`src/rtl/uart_clk_pkg.sv`:
```
// Shared types and constants for the UART time-command decoder.
//   state_e  : decoder FSM states
//   CMD_BASE : command byte for channel 0 (clock); CMD_BASE+k selects channel k
//   MAX_*    : inclusive upper bounds for the hour/minute/second field bytes
package uart_clk_pkg;

    typedef enum logic [2:0] {
        IDLE     = 3'd0,
        GET_HOUR = 3'd1,
        GET_MIN  = 3'd2,
        GET_SEC  = 3'd3,
        COMMIT   = 3'd4,
        ERROR    = 3'd5
    } state_e;

    localparam logic [7:0] CMD_BASE = 8'h01;
    localparam logic [7:0] MAX_HOUR = 8'd23;
    localparam logic [7:0] MAX_MIN  = 8'd59;
    localparam logic [7:0] MAX_SEC  = 8'd59;

endpackage

```
`src/rtl/uart_time_cmd_decoder_cmd_timer.sv`:
```
// cmd_timer: loadable down-counter that saturates at zero.
//   clk, reset_  : clock, asynchronous active-low reset (count clears to 0)
//   load_i       : reload counter with load_val_i (has priority over en_i)
//   load_val_i   : reload value
//   en_i         : decrement by one per cycle while non-zero
//   done_o       : registered, high while the count is zero
module cmd_timer #(
    parameter int unsigned W = 8
) (
    input  logic         clk,
    input  logic         reset_,
    input  logic         load_i,
    input  logic [W-1:0] load_val_i,
    input  logic         en_i,
    output logic         done_o
);

    logic [W-1:0] cnt_q;
    logic [W-1:0] cnt_d;

    // Next count: reload, decrement, or hold at zero.
    always_comb begin
        cnt_d = cnt_q;
        if (load_i) begin
            cnt_d = load_val_i;
        end else if (en_i && (cnt_q != '0)) begin
            cnt_d = cnt_q - W'(1);
        end
    end

    always_ff @(posedge clk or negedge reset_) begin
        if (!reset_) begin
            cnt_q  <= '0;
            done_o <= 1'b1;
        end else begin
            cnt_q  <= cnt_d;
            done_o <= (cnt_d == '0);
        end
    end

endmodule

```
`src/rtl/uart_time_cmd_decoder.sv`:
```
// uart_time_cmd_decoder: turns a UART byte stream into time-set commands.
// Frame: command byte (CMD_BASE+k selects channel k), hour, minute[, second].
// A fully valid frame drives hour_o/min_o[/sec_o] and a one-cycle one-hot load_o.
// Optional feature macro: CMD_SECONDS_EN adds the seconds byte and the sec_o port.
// Ports:
//   clk, reset_  : clock, asynchronous active-low reset
//   rx_byte      : received byte, qualified by rx_valid (one-cycle strobe)
//   hour_o       : committed hour (0..23)
//   min_o        : committed minute (0..59)
//   sec_o        : committed second (0..59), only with CMD_SECONDS_EN
//   load_o       : one-hot load strobe, bit k = channel k (0 = clock)
//   led_ok       : high for OK_CYC cycles after a commit
//   led_err      : high for ERR_CYC cycles after a rejected/timed-out frame
//   busy         : high whenever the decoder is not idle
module uart_time_cmd_decoder
    import uart_clk_pkg::*;
#(
    parameter int unsigned NUM_ALARMS  = 2,
    parameter int unsigned TIMEOUT_CYC = 100000,
    parameter int unsigned ERR_CYC     = 153600,
    parameter int unsigned OK_CYC      = 76800
) (
    input  logic                  clk,
    input  logic                  reset_,
    input  logic [7:0]            rx_byte,
    input  logic                  rx_valid,
    output logic [4:0]            hour_o,
    output logic [5:0]            min_o,
`ifdef CMD_SECONDS_EN
    output logic [5:0]            sec_o,
`endif
    output logic [NUM_ALARMS:0]   load_o,
    output logic                  led_ok,
    output logic                  led_err,
    output logic                  busy
);

    localparam int unsigned LD_W  = NUM_ALARMS + 1;
    localparam int unsigned CH_W  = (NUM_ALARMS > 0) ? $clog2(NUM_ALARMS + 1) : 1;
    localparam int unsigned TO_W  = $clog2(TIMEOUT_CYC + 1);
    localparam int unsigned ERR_W = $clog2(ERR_CYC + 1);
    localparam int unsigned OK_W  = $clog2(OK_CYC + 1);

    state_e            state_q;
    logic [CH_W-1:0]   ch_q;
    logic [4:0]        hour_lat_q;
`ifdef CMD_SECONDS_EN
    logic [5:0]        min_lat_q;
`endif

    logic [7:0]        cmd_off_c;
    logic              cmd_ok_c;
    logic              in_get_c;
    logic              to_done;
    logic              err_done;
    logic              ok_done;

    // Command decode: offset from CMD_BASE must land on an existing channel.
    assign cmd_off_c = rx_byte - CMD_BASE;
    assign cmd_ok_c  = (rx_byte >= CMD_BASE) && (cmd_off_c <= 8'(NUM_ALARMS));
    assign in_get_c  = (state_q == GET_HOUR) || (state_q == GET_MIN) || (state_q == GET_SEC);

    // Byte timeout: held at reload outside field states and on every byte, so it
    // counts only idle cycles within a frame; expires after TIMEOUT_CYC of them.
    cmd_timer #(.W(TO_W)) u_to_tmr (
        .clk        (clk),
        .reset_     (reset_),
        .load_i     (!in_get_c || rx_valid),
        .load_val_i (TO_W'(TIMEOUT_CYC - 1)),
        .en_i       (in_get_c),
        .done_o     (to_done)
    );

    // Error hold: armed while outside ERROR, so it runs exactly once per error
    // and incoming bytes cannot restart it.
    cmd_timer #(.W(ERR_W)) u_err_tmr (
        .clk        (clk),
        .reset_     (reset_),
        .load_i     (state_q != ERROR),
        .load_val_i (ERR_W'(ERR_CYC - 1)),
        .en_i       (state_q == ERROR),
        .done_o     (err_done)
    );

    // OK hold: armed while led_ok is low, runs from the commit edge onward.
    cmd_timer #(.W(OK_W)) u_ok_tmr (
        .clk        (clk),
        .reset_     (reset_),
        .load_i     (!led_ok),
        .load_val_i (OK_W'(OK_CYC - 1)),
        .en_i       (led_ok),
        .done_o     (ok_done)
    );

    // Frame FSM; the commit edge is the one that accepts the last field byte,
    // so load_o and the time outputs are valid during the COMMIT cycle.
    always_ff @(posedge clk or negedge reset_) begin
        if (!reset_) begin
            state_q    <= IDLE;
            ch_q       <= '0;
            hour_lat_q <= '0;
`ifdef CMD_SECONDS_EN
            min_lat_q  <= '0;
            sec_o      <= '0;
`endif
            hour_o     <= '0;
            min_o      <= '0;
            load_o     <= '0;
            led_ok     <= 1'b0;
            led_err    <= 1'b0;
            busy       <= 1'b0;
        end else begin
            load_o <= '0;
            if (led_ok && ok_done) begin
                led_ok <= 1'b0;
            end
            case (state_q)
                IDLE: begin
                    if (rx_valid) begin
                        led_ok <= 1'b0;
                        busy   <= 1'b1;
                        if (cmd_ok_c) begin
                            ch_q    <= CH_W'(cmd_off_c);
                            state_q <= GET_HOUR;
                        end else begin
                            state_q <= ERROR;
                            led_err <= 1'b1;
                        end
                    end
                end
                GET_HOUR: begin
                    if (rx_valid) begin
                        if (rx_byte <= MAX_HOUR) begin
                            hour_lat_q <= 5'(rx_byte);
                            state_q    <= GET_MIN;
                        end else begin
                            state_q <= ERROR;
                            led_err <= 1'b1;
                            led_ok  <= 1'b0;
                        end
                    end else if (to_done) begin
                        state_q <= ERROR;
                        led_err <= 1'b1;
                        led_ok  <= 1'b0;
                    end
                end
                GET_MIN: begin
                    if (rx_valid) begin
                        if (rx_byte <= MAX_MIN) begin
`ifdef CMD_SECONDS_EN
                            min_lat_q <= 6'(rx_byte);
                            state_q   <= GET_SEC;
`else
                            hour_o  <= hour_lat_q;
                            min_o   <= 6'(rx_byte);
                            load_o  <= LD_W'(1) << ch_q;
                            led_ok  <= 1'b1;
                            led_err <= 1'b0;
                            state_q <= COMMIT;
`endif
                        end else begin
                            state_q <= ERROR;
                            led_err <= 1'b1;
                            led_ok  <= 1'b0;
                        end
                    end else if (to_done) begin
                        state_q <= ERROR;
                        led_err <= 1'b1;
                        led_ok  <= 1'b0;
                    end
                end
`ifdef CMD_SECONDS_EN
                GET_SEC: begin
                    if (rx_valid) begin
                        if (rx_byte <= MAX_SEC) begin
                            hour_o  <= hour_lat_q;
                            min_o   <= min_lat_q;
                            sec_o   <= 6'(rx_byte);
                            load_o  <= LD_W'(1) << ch_q;
                            led_ok  <= 1'b1;
                            led_err <= 1'b0;
                            state_q <= COMMIT;
                        end else begin
                            state_q <= ERROR;
                            led_err <= 1'b1;
                            led_ok  <= 1'b0;
                        end
                    end else if (to_done) begin
                        state_q <= ERROR;
                        led_err <= 1'b1;
                        led_ok  <= 1'b0;
                    end
                end
`endif
                COMMIT: begin
                    state_q <= IDLE;
                    busy    <= 1'b0;
                end
                ERROR: begin
                    led_ok <= 1'b0;
                    if (err_done) begin
                        state_q <= IDLE;
                        led_err <= 1'b0;
                        busy    <= 1'b0;
                    end
                end
                default: begin
                    state_q <= IDLE;
                    busy    <= 1'b0;
                end
            endcase
        end
    end

endmodule
```
`config.mk`:
```
export PLATFORM = sky130hd
export DESIGN_NAME = uart_time_cmd_decoder
export DESIGN_NICKNAME = d
export VERILOG_FILES = /design/src/rtl/uart_clk_pkg.sv /design/src/rtl/uart_time_cmd_decoder_cmd_timer.sv /design/src/rtl/uart_time_cmd_decoder.sv
export SDC_FILE = /design/constraint.sdc
export NUM_CORES = 1
export LEC_CHECK = 0
export BUFFER_PORTS_ARGS = -buffer_cell sky130_fd_sc_hd__buf_2
export CAP_MARGIN = 20
export CORE_UTILIZATION = 60
export DETAILED_ROUTE_END_ITERATION = 6
export PLACE_DENSITY = 0.81
export SYNTH_ARGS = -nofsm -noshare
export SYNTH_HDL_FRONTEND = slang
export SYNTH_SLANG_ARGS = --single-unit
export TNS_END_PERCENT = 10
```
`constraint.sdc`:
```
create_clock -name clk -period 3.65 [get_ports clk]
set_input_delay 0.5475 -clock clk [delete_from_list [all_inputs] [get_ports clk]]
set_output_delay 0.5475 -clock clk [all_outputs]
set_load 0.1 [all_outputs]
```
# Word-level counts from Yosys, hierarchy flattened
# Index checks and enable logic that the tools add are counted.
[totals]
regBits = 82
latch_bits = 0
ram_bits = 0
romBits = 0
inputBits = 11
n_memories = 0
[op_classes]
n_addsub = 4
n_mul = 0
div_mod_pow = 0
order_cmp = 4
n_eq_ne = 9
n_shift = 1
n_mux = 37
bitwise = 1
reduce_logical = 24
[ops]
columns = ["operator", "n"]
rows = [
  ["$mux W17", 4],
  ["$mux W18", 2],
  ["$logic_not A17 Y1", 2],
  ["$reduce_bool A17 Y1", 2],
  ["$sub A17 B1 Y17 const B", 2],
  ["$mux W3", 10],
  ["$logic_not A18 Y1", 1],
  ["$reduce_bool A18 Y1", 1],
  ["$sub A18 B1 Y18 const B", 1],
  ["$mux W1", 17],
  ["$pmux W3 S4", 1],
  ["$reduce_and A3 Y1", 4],
  ["$ge A8 B1 Y1 const B", 1],
  ["$le A8 B2 Y1 const B", 1],
  ["$le A8 B5 Y1 const B", 1],
  ["$le A8 B6 Y1 const B", 1],
  ["$pmux W1 S4", 2],
  ["$sub A8 B1 Y8 const B", 1],
  ["$eq A3 B2 Y1 const B", 2],
  ["$ne A2 B2 Y1 const B", 3],
  ["$ne A3 B3 Y1 const B", 2],
  ["$logic_and A1 B1 Y1", 5],
  ["$reduce_and A5 Y1", 1],
  ["$reduce_bool A4 Y1", 1],
  ["10 further kinds", 12],
]

# Logic depth before layout (Yosys ltp)
# Gate-level depths: netlist of the first run.
[logic_depth]
word_depth = 7
depth_mapped = 9
depth_no_buf = 8

# By module
# Synthesis of the first run repeated with hierarchy kept, for this count alone.
[hier_totals]
cells_unflattened = 528
area_unflattened_um2 = 5121.2
[modules_own_cells]
columns = ["mod", "instances", "cells_per_inst", "area_per_inst_um2", "seq_area_each_um2"]
rows = [
  ["cmd_timer (u_ok_tmr ...)", 2, 132, 1239.9, 451.7],
  ["uart_time_cmd_decoder", 1, 122, 1366.3, 675.6],
  ["cmd_timer (u_err_tmr)", 1, 142, 1275.0, 476.7],
]

# Least setup slack after synthesis of the first run
# No wires, ideal clock.
[synth_path]
path_type = "reg-to-reg"
from = "register u_ok_tmr.cnt_q[0]"
to = "register u_ok_tmr.done_o"
setup_time_ns = 0.089
t_arrival_ns = 2.606
setup_slack_ns = 0.955
stages_incl_launch_ff = 9
n_path_buf = 1
synth_period_minus_slack_ns = 2.695
cell_sequence = "dfrtp_1 > clkbuf_1 > inv_1 > ha_1 > or4b_2 > o311ai_1 > nand4_1 > or4_4 > nor4b_2"
[synth_between]
elab_chain_len = 5
elab_cells_between_ends = 6
classes_between = "1 x add/sub; 2 x mux; 3 x reduce/logical"
[synth_lines]
columns = ["item", "line_no", "text"]
rows = [
  ["start, declared", "uart_time_cmd_decoder_cmd_timer.sv:18", "logic [W-1:0] cnt_q;"],
  ["start signal, assigned", "uart_time_cmd_decoder_cmd_timer.sv:36", "cnt_q <= cnt_d;"],
  ["branches (longest 2 deep; another with $sub A17 B1 Y17)", "n/a", ""],
  ["$mux W17 (*)", "uart_time_cmd_decoder_cmd_timer.sv:26", "end else if (en_i && (cnt_q != '0)) begin"],
  ["$mux W17 (*)", "uart_time_cmd_decoder_cmd_timer.sv:24", "if (load_i) begin"],
  ["$logic_not A17 Y1 (*)", "uart_time_cmd_decoder_cmd_timer.sv:37", "done_o <= (cnt_d == '0);"],
  ["end signal, assigned", "uart_time_cmd_decoder_cmd_timer.sv:37", ""],
  ["end, declared", "uart_time_cmd_decoder_cmd_timer.sv:15", "output logic done_o"],
]
# Mark *: on every way between the ends.
# A chain may end at the register's enable or synchronous reset.

# Worst setup path in the final report of the first run
# Same ends and word-level chain as after synthesis.

==> results of run 1 <==
synthesized netlist by cell type (all sizes together) (3+ instances only):
master and number:
nand3 24, nor4 22, nand2b 7, a21oi 10, o21a 4, mux2i 3, ha 7, and2 5
nand2 43, nor4b 8, or4 13, or2 9, dfrtp 79, a211oi 4, inv 19, nor3b 3
o311ai 3, o31ai 3, xor2 11, mux2 15, nand3b 3, nor2b 5, or3 7, xnor2 14
dfstp 3, clkbuf 19, nor3 18, nand4 12, nor2 54, o211ai 3, o21ai 28, o41ai 4
metal layers:
| layer | wire, microns | part of all wire | vias up |
|---|---|---|---|
| li1 | - | - | 1828 |
| met3 | 435 | 0.046 | 19 |
| met2 | 4600 | 0.49 | 111 |
| met5 | 0 | 0 | - |
| met4 | 195 | 0.021 | 0 |
| met1 | 4180 | 0.44 | 1837 |
state kept, by name, indices dropped and copies added, names as in the netlist:
name	count
state_q	3
u_ok_tmr.done_o	1
hour_lat_q	5
led_ok	1
led_err	1
ch_q	2
load_o	3
u_to_tmr.done_o	1
min_o	6
hour_o	5
u_ok_tmr.cnt_q	17
u_err_tmr.cnt_q	18
u_err_tmr.done_o	1
u_to_tmr.cnt_q	17
busy	1
power groups by stage:
stage	Combinational, W	Sequential, W	Clock, W
6_report	0.000491	0.00106	0.000686
5_1_grt	0.000542	0.00107	0.000745
4_1_cts	0.000491	0.00106	0.000707
3_5_place_dp	0.000489	0.00107	0
3_3_place_gp	0.000476	0.00107	0
2_1_floorplan	0.000284	0.00114	0
final timing paths:
| path | start | end | slack (ns) | depth (start not counted) |
|---|---|---|---|---|
| min in group clk | ch_q[1] | load_o[1] | 0.46 | 1 |
| worst max register to register | u_ok_tmr.cnt_q[0] | u_ok_tmr.done_o | 0.62 | 8 |
| worst min-delay path | reset_ | u_ok_tmr.cnt_q[6] | 0.15 | 1 |
| worst max-delay path | u_ok_tmr.cnt_q[0] | u_ok_tmr.done_o | 0.62 | 8 |
| worst min register to register | ch_q[1] | load_o[1] | 0.46 | 1 |
| max in group asynchronous | reset_ | u_ok_tmr.done_o | 2.84 | 2 |
through the flow:
stage | std cells | setup WS [ns] | instance area [sq um] | total power (W)
floorplan | 490 | 0.955 | 4540 | 0.00143
global placement | 598 | 0.807 | 4740 | 0.00154
detailed placement | 598 | 0.692 | 4740 | 0.00156
CTS | 614 | 0.651 | 4950 | 0.00226
global route | 615 | 0.405 | 4970 | 0.00236
finish | 615 | 0.622 | 4970 | 0.00224
cell families (layout without fill, tap and decap cells):
| family | count (synthesis) | in the layout | share of synthesized area |
|---|---|---|---|
| compound gates | 78 | 78 | 0.113 |
| fa+ha+maj | 7 | 7 | 0.0193 |
| xor+xnor | 25 | 25 | 0.0482 |
| buf+inv | 40 | 66 | 0.0334 |
| simple gates | 240 | 240 | 0.289 |
| flops | 82 | 82 | 0.453 |
| mux | 18 | 18 | 0.0438 |
area by class of cell:
cell class                      instances  area [sq um]  share of cell area
Multi-Input combinational cell        368          2330               0.469
Timing Repair Buffer                   31           180              0.0362
Sequential cell                        82          2060               0.413
Clock inverter                          6          73.8              0.0148
Inverter                               19          71.3              0.0143
Tap cell                               99           124              0.0249
Clock buffer                           10           138              0.0277
worst max-delay path: stages (launching register included):
cell and delay, ns:
dfrtp_1 0.46, inv_1 0.16, ha_1 0.25, nor3b_1 0.48
nand3_1 0.26, nor4_1 0.35, xor2_1 0.15, or4_4 0.55
nor4b_2 0.30
==> results.py, run 1 <==
metrics = {
    "timing": {
        "finalHoldViolCount": 0,
        "final.period_utilization": 0.829,
        "slew_headroom": 0.441,
        "layout_min_cycle_time_ns": 3.03,
        "rsz0062_at_grt": "false",
        "tns_ns": 0,
        "worst_hold_slack_ns": 0.151,
        "drv_slew": 0,
        "setup_violations": 0,
        "max_freq_mhz": 330,
        "finClkSkew_ns": 0.00927,
        "worstMarginPinSlew_ns": 0.826,
    },
    "power_and_ir_drop": {
        "power.switching_w": 0.000771,
        "intPower_w": 0.00146,
        "swShare": 0.345,
        "pwr-share-comb": 0.220,
        "ir_drop_mv": 0.241,
        "p_leak_nw": 1.92,
        "seqPwrFrac": 0.473,
        "clockPowerShare": 0.307,
        "power_density_mw_per_mm2": 449,
    },
    "drt": {
        "vias_per_cell": 6.17,
        "antenna_left": 0,
        "drt_wl_total_microns": 9410,
        "drt_iter0_markers": 165,
        "dr.pass1.iters": 4,
        "wl_per_cell_microns": 15.3,
        "routed-via-count": 3795,
        "drt_drc_violations_left": 0,
    },
    "global_route": {
        "grt_pass1_wl_microns": 15400,
        "grt_use_met3": 0.0572,
        "antenna_found_initial": 0,
        "grt_pass1_vias": 3510,
        "gr-max-usage-layer": "met2",
        "gr-usage-met1": 0.327,
        "overflow": 0,
        "track_usage": 0.251,
        "grt_max_degree": 83,
        "grt_use_met2": 0.412,
    },
    "die": {
        "die_h_microns": 89.0,
        "io-pin-count": 28,
        "core_sq_mm": 0.00729,
        "placementRows": 31,
        "fp.dieArea_sq_mm": 0.00792,
        "start_util": 0.623,
        "fp.dieW_microns": 89.0,
    },
    "finish": {
        "final_cell_mix": "dfrtp_1, nor2_1, nand2_1",
        "syn2layout_area_growth_pct": 9.59,
        "layout-drive-gt1-share": 0.163,
        "antenna_cells": 0,
        "final_util": 0.682,
        "num-nets-final": 529,
        "fillers": 591,
        "final_common_cell": "dfrtp_1",
    },
    "clock_tree": {
        "cts-resized-gates": 0,
        "cts.hold.buffers_added": 0,
        "cts_tree": "done",
        "cts_sinks": 82,
        "cts_root_buf": "clkbuf_8",
        "cts_made_buffers": 9,
        "cts_setup_buffers": 0,
        "clock_path_buffers": 2,
        "clk_latency_ns": 0.36,
        "htree_levels": 3,
        "clk_pin_slew_ns": 0.09,
    },
    "run_status": {
        "status": "finished, final reports clean",
    },
    "yosys": {
        "synth_nets": 508,
        "synth-seq-area-share": 0.453,
        "synth-edff-count": 0,
        "ys_top_cells_by_area": "dfrtp_1, nor2_1, mux2_2, nand2_1, o21ai_0",
        "synth.distinct_cells": 60,
        "synth.avg_cell_area_sq_um": 9.26,
        "async_flop_share": 1.00,
        "yosysTopAreaCellShare": 0.436,
        "netlist_area_sq_mm": 0.00454,
        "yosys_warnings": 0,
        "ys_ff_latch": 82,
        "synth_largest_area_cell": "dfrtp_1",
        "netlist_instances": 490,
        "synth_top_flop_cell": "dfrtp_1",
    },
    "hold_path": {
        "hp-class": "in -> async",
    },
    "placement": {
        "finalWeightedCongestion": 0.936,
        "numPortBuffers": 27,
        "dpl.hpwl_microns": 6590,
    },
    "setup_path": {
        "arrival_ns": 3.29,
        "worst_ep_required_time_ns": 3.91,
        "cp-start-kind": "flop",
        "critPathMaxFanout": 8,
        "worstSetupEndpointType": "flop",
        "crit_type": "reg -> reg",
    },
    "job": {
        "max-cap-violations": 0,
    },
}
Power figures use the tool's default switching activity.
==> run 2: changes to the inputs <==
- ABC_AREA: not set -> 1
- CORE_UTILIZATION: 60 -> 56
- PLACE_DENSITY: 0.81 -> 0.79
- clock period: 3.65 -> 2.4 ns (I/O delays scaled with it)
==> run 2 against run 1 <==
  * Via count is 18% higher
  * Maximum frequency up 41%
  * Sequential power increased by 53%
  * Worst hold slack lost 0.15 ns
  * Global-route usage grew 1.1 points
  * First-iteration DRC count shrank 0.61%
  * Critical endpoint is now u_err_tmr.done_o
  * Combinational power rose by 140%
  * Setup slack got worse by 0.38 ns
  * Largest cell class unchanged
  * Synthesized cell count rose by 41%
==> results.py, run 2 <==
metrics = {
    "run_status": {
        "status": "finished, final reports clean",
    },
    "drt": {
        "antenna_left": 0,
        "drt_drc_violations_left": 0,
        "vias_per_cell": 5.38,
        "wl_per_cell_microns": 13.1,
        "drt_wl_total_microns": 11000,
        "drt_iter0_markers": 164,
        "routed-via-count": 4491,
        "dr.pass1.iters": 5,
    },
    "clock_tree": {
        "cts_root_buf": "clkbuf_8",
        "cts_setup_buffers": 0,
        "cts_made_buffers": 9,
        "cts_tree": "done",
        "htree_levels": 3,
        "cts.hold.buffers_added": 0,
        "cts_sinks": 82,
        "clock_path_buffers": 2,
        "clk_latency_ns": 0.35,
        "clk_pin_slew_ns": 0.09,
        "cts-resized-gates": 0,
    },
    "yosys": {
        "yosysTopAreaCellShare": 0.398,
        "async_flop_share": 1.00,
        "synth_largest_area_cell": "dfrtp_1",
        "synth_nets": 711,
        "synth.avg_cell_area_sq_um": 7.16,
        "synth_top_flop_cell": "dfrtp_1",
        "ys_top_cells_by_area": "dfrtp_1, nand2_1, nor2_1, inv_1, nand3_1",
        "ys_ff_latch": 82,
        "synth-seq-area-share": 0.414,
        "netlist_area_sq_mm": 0.00496,
        "synth.distinct_cells": 40,
        "synth_commonest_cells": "nand2_1, nor2_1, inv_1, dfrtp_1, nand3_1",
        "yosys_warnings": 0,
        "synth-edff-count": 0,
        "netlist_instances": 693,
        "synth.most_common_cell": "nand2_1",
    },
    "finish": {
        "layout-drive-gt1-share": 0.137,
        "final_common_cell": "nand2_1",
        "largest_reg_flops": 18,
        "final_cell_mix": "nand2_1, nor2_1, inv_1",
        "antenna_cells": 0,
        "syn2layout_area_growth_pct": 8.85,
        "fillers": 747,
        "num-nets-final": 743,
        "top_regs": "u_err_tmr.cnt_q x18, u_ok_tmr.cnt_q x17, u_to_tmr.cnt_q x17",
        "regMostFlops": "u_err_tmr.cnt_q",
        "final_util": 0.644,
    },
    "global_route": {
        "grt_pass1_wl_microns": 18600,
        "grt_max_degree": 47,
        "track_usage": 0.262,
        "grt_pass1_vias": 4212,
        "overflow": 0,
        "antenna_found_initial": 0,
    },
    "power_and_ir_drop": {
        "pwr-share-comb": 0.308,
        "power.switching_w": 0.00149,
        "swShare": 0.391,
        "seqPwrFrac": 0.424,
        "ir_drop_mv": 0.499,
        "intPower_w": 0.00232,
        "power_density_mw_per_mm2": 706,
        "clockPowerShare": 0.268,
        "finalPower_w": 0.00381,
        "p_leak_nw": 2.55,
    },
    "setup_path": {
        "rr_worst_depth": 14,
        "path_cells": "inv_2, ha_1, nand2_4, nor2_4, nand3_4, nand2_2, inv_1, nand2_1, nand3_1, nor2_1, nand2_1, nor2_1, nand2_1, nor2_2",
        "worst_ep_required_time_ns": 2.70,
        "worstSetupEndpointType": "flop",
        "cp-start-kind": "flop",
        "crit_buf_inv": 2,
        "crit_family": "simple AND/OR/NAND/NOR gates",
        "crit_type": "reg -> reg",
        "cp_common_cell": "nand2_1",
        "cp_num_cells": 14,
        "arrival_ns": 2.45,
        "critPathMaxFanout": 13,
        "slowest_delay_ns": 0.39,
        "slowest_stage": "dfrtp_1",
    },
    "placement": {
        "finalWeightedCongestion": 0.924,
        "dpl.hpwl_microns": 8130,
        "numPortBuffers": 27,
    },
    "die": {
        "die_h_microns": 96.1,
        "start_util": 0.592,
        "io-pin-count": 28,
        "fp.dieW_microns": 96.1,
        "placementRows": 33,
        "fp.dieArea_sq_mm": 0.00924,
        "core_sq_mm": 0.00838,
    },
    "timing": {
        "tns_ns": 0,
        "slew_headroom": 0.560,
        "finClkSkew_ns": 0.00893,
        "max_freq_mhz": 464,
        "setup_violations": 0,
        "drv_slew": 0,
        "rsz0062_at_grt": "false",
        "worstMarginPinSlew_ns": 0.658,
        "finalHoldViolCount": 0,
        "layout_min_cycle_time_ns": 2.15,
        "final.period_utilization": 0.898,
    },
    "hold_path": {
        "hp-class": "in -> async",
    },
    "job": {
        "max-cap-violations": 0,
    },
}
## run 2: cell count changes after synthesis, moves of 7 or more
cell / previous run / this run
nor2_2: 0 / 11
inv_1: 19 / 84
nor4b_1: 7 / 0
nor4_1: 20 / 3
mux2_2: 15 / 6
nand2b_1: 7 / 0
xnor2_1: 14 / 7
nand2_1: 43 / 206
nor2_1: 54 / 108
or4_1: 12 / 0
clkbuf_1: 19 / 4
nand3_1: 24 / 49
## run 2: worst reg2reg max path, cell delays in order (launching register included)
cell     delay [ns]
dfrtp_1        0.39
inv_2          0.11
ha_1           0.26
nand2_4        0.10
nor2_4         0.16
nand3_4        0.13
nand2_2        0.25
inv_1          0.07
nand2_1        0.06
nand3_1        0.10
nor2_1         0.16
nand2_1        0.08
nor2_1         0.09
nand2_1        0.07
nor2_2         0.07
## run 2: layer usage
layer | share of wire | vias to the layer above | global-route usage | wire length, microns
li1 | - | 2234 | - | -
met2 | 0.48 | 147 | 0.435 | 5260
met4 | 0.013 | 0 | 0.0945 | 140
met5 | 0 | - | 0 | 0
met1 | 0.46 | 2096 | 0.350 | 5010
met3 | 0.050 | 14 | 0.0332 | 552
## run 2: worst paths after layout
check | startpoint | to | slack [ns]
max reg2reg | u_err_tmr.cnt_q[0] | u_err_tmr.done_o | 0.25
min in group clk | rx_byte[0] | ch_q[0] | 0.23
min reg2reg | busy | busy | 0.48
max | u_err_tmr.cnt_q[0] | u_err_tmr.done_o | 0.25
min | reset_ | u_to_tmr.cnt_q[16] | 0.0009
max in group asynchronous | reset_ | u_err_tmr.done_o | 1.65
## run 2: cell families after synthesis
family	after synthesis	synth area share
mux	7	0.0156
xor+xnor	16	0.0282
buf+inv	102	0.0835
compound gates	48	0.0552
flops	82	0.414
simple gates	431	0.386
fa+ha+maj	7	0.0176
## run 2: area by class of cell
cell class	count	area (sq um)	share of cell area
clock buffers	9	124	0.0229
multi-input cells	509	2490	0.461
inverters	90	338	0.0625
flip-flops and latches	82	2060	0.381
well taps	105	131	0.0243
clock inverters	7	77.6	0.0144
repair buffers	33	183	0.0338
## run 2: power by group through the flow
stage	Combinational (W)	Sequential, W	Clock, W
floorplan	0.000791	0.00179	0
global placement	0.00114	0.00164	0
detailed placement	0.00117	0.00164	0
CTS	0.00118	0.00162	0.00105
global route	0.00133	0.00163	0.00110
finish	0.00117	0.00162	0.00102
## run 2: metrics by stage
stage | std cells | worst slack [ns] | instance area (sq um) | hold WS, ns
final | 835 | 0.245 | 5400 | 0.000948
after global routing | 835 | 0.0501 | 5400 | 0.0433
after CTS | 835 | 0.248 | 5400 | 0.0213
after global placement | 819 | 0.462 | 5200 | 0.404
after floorplan | 693 | 0.265 | 4960 | 0.0644
after detailed placement | 819 | 0.348 | 5200 | 0.407
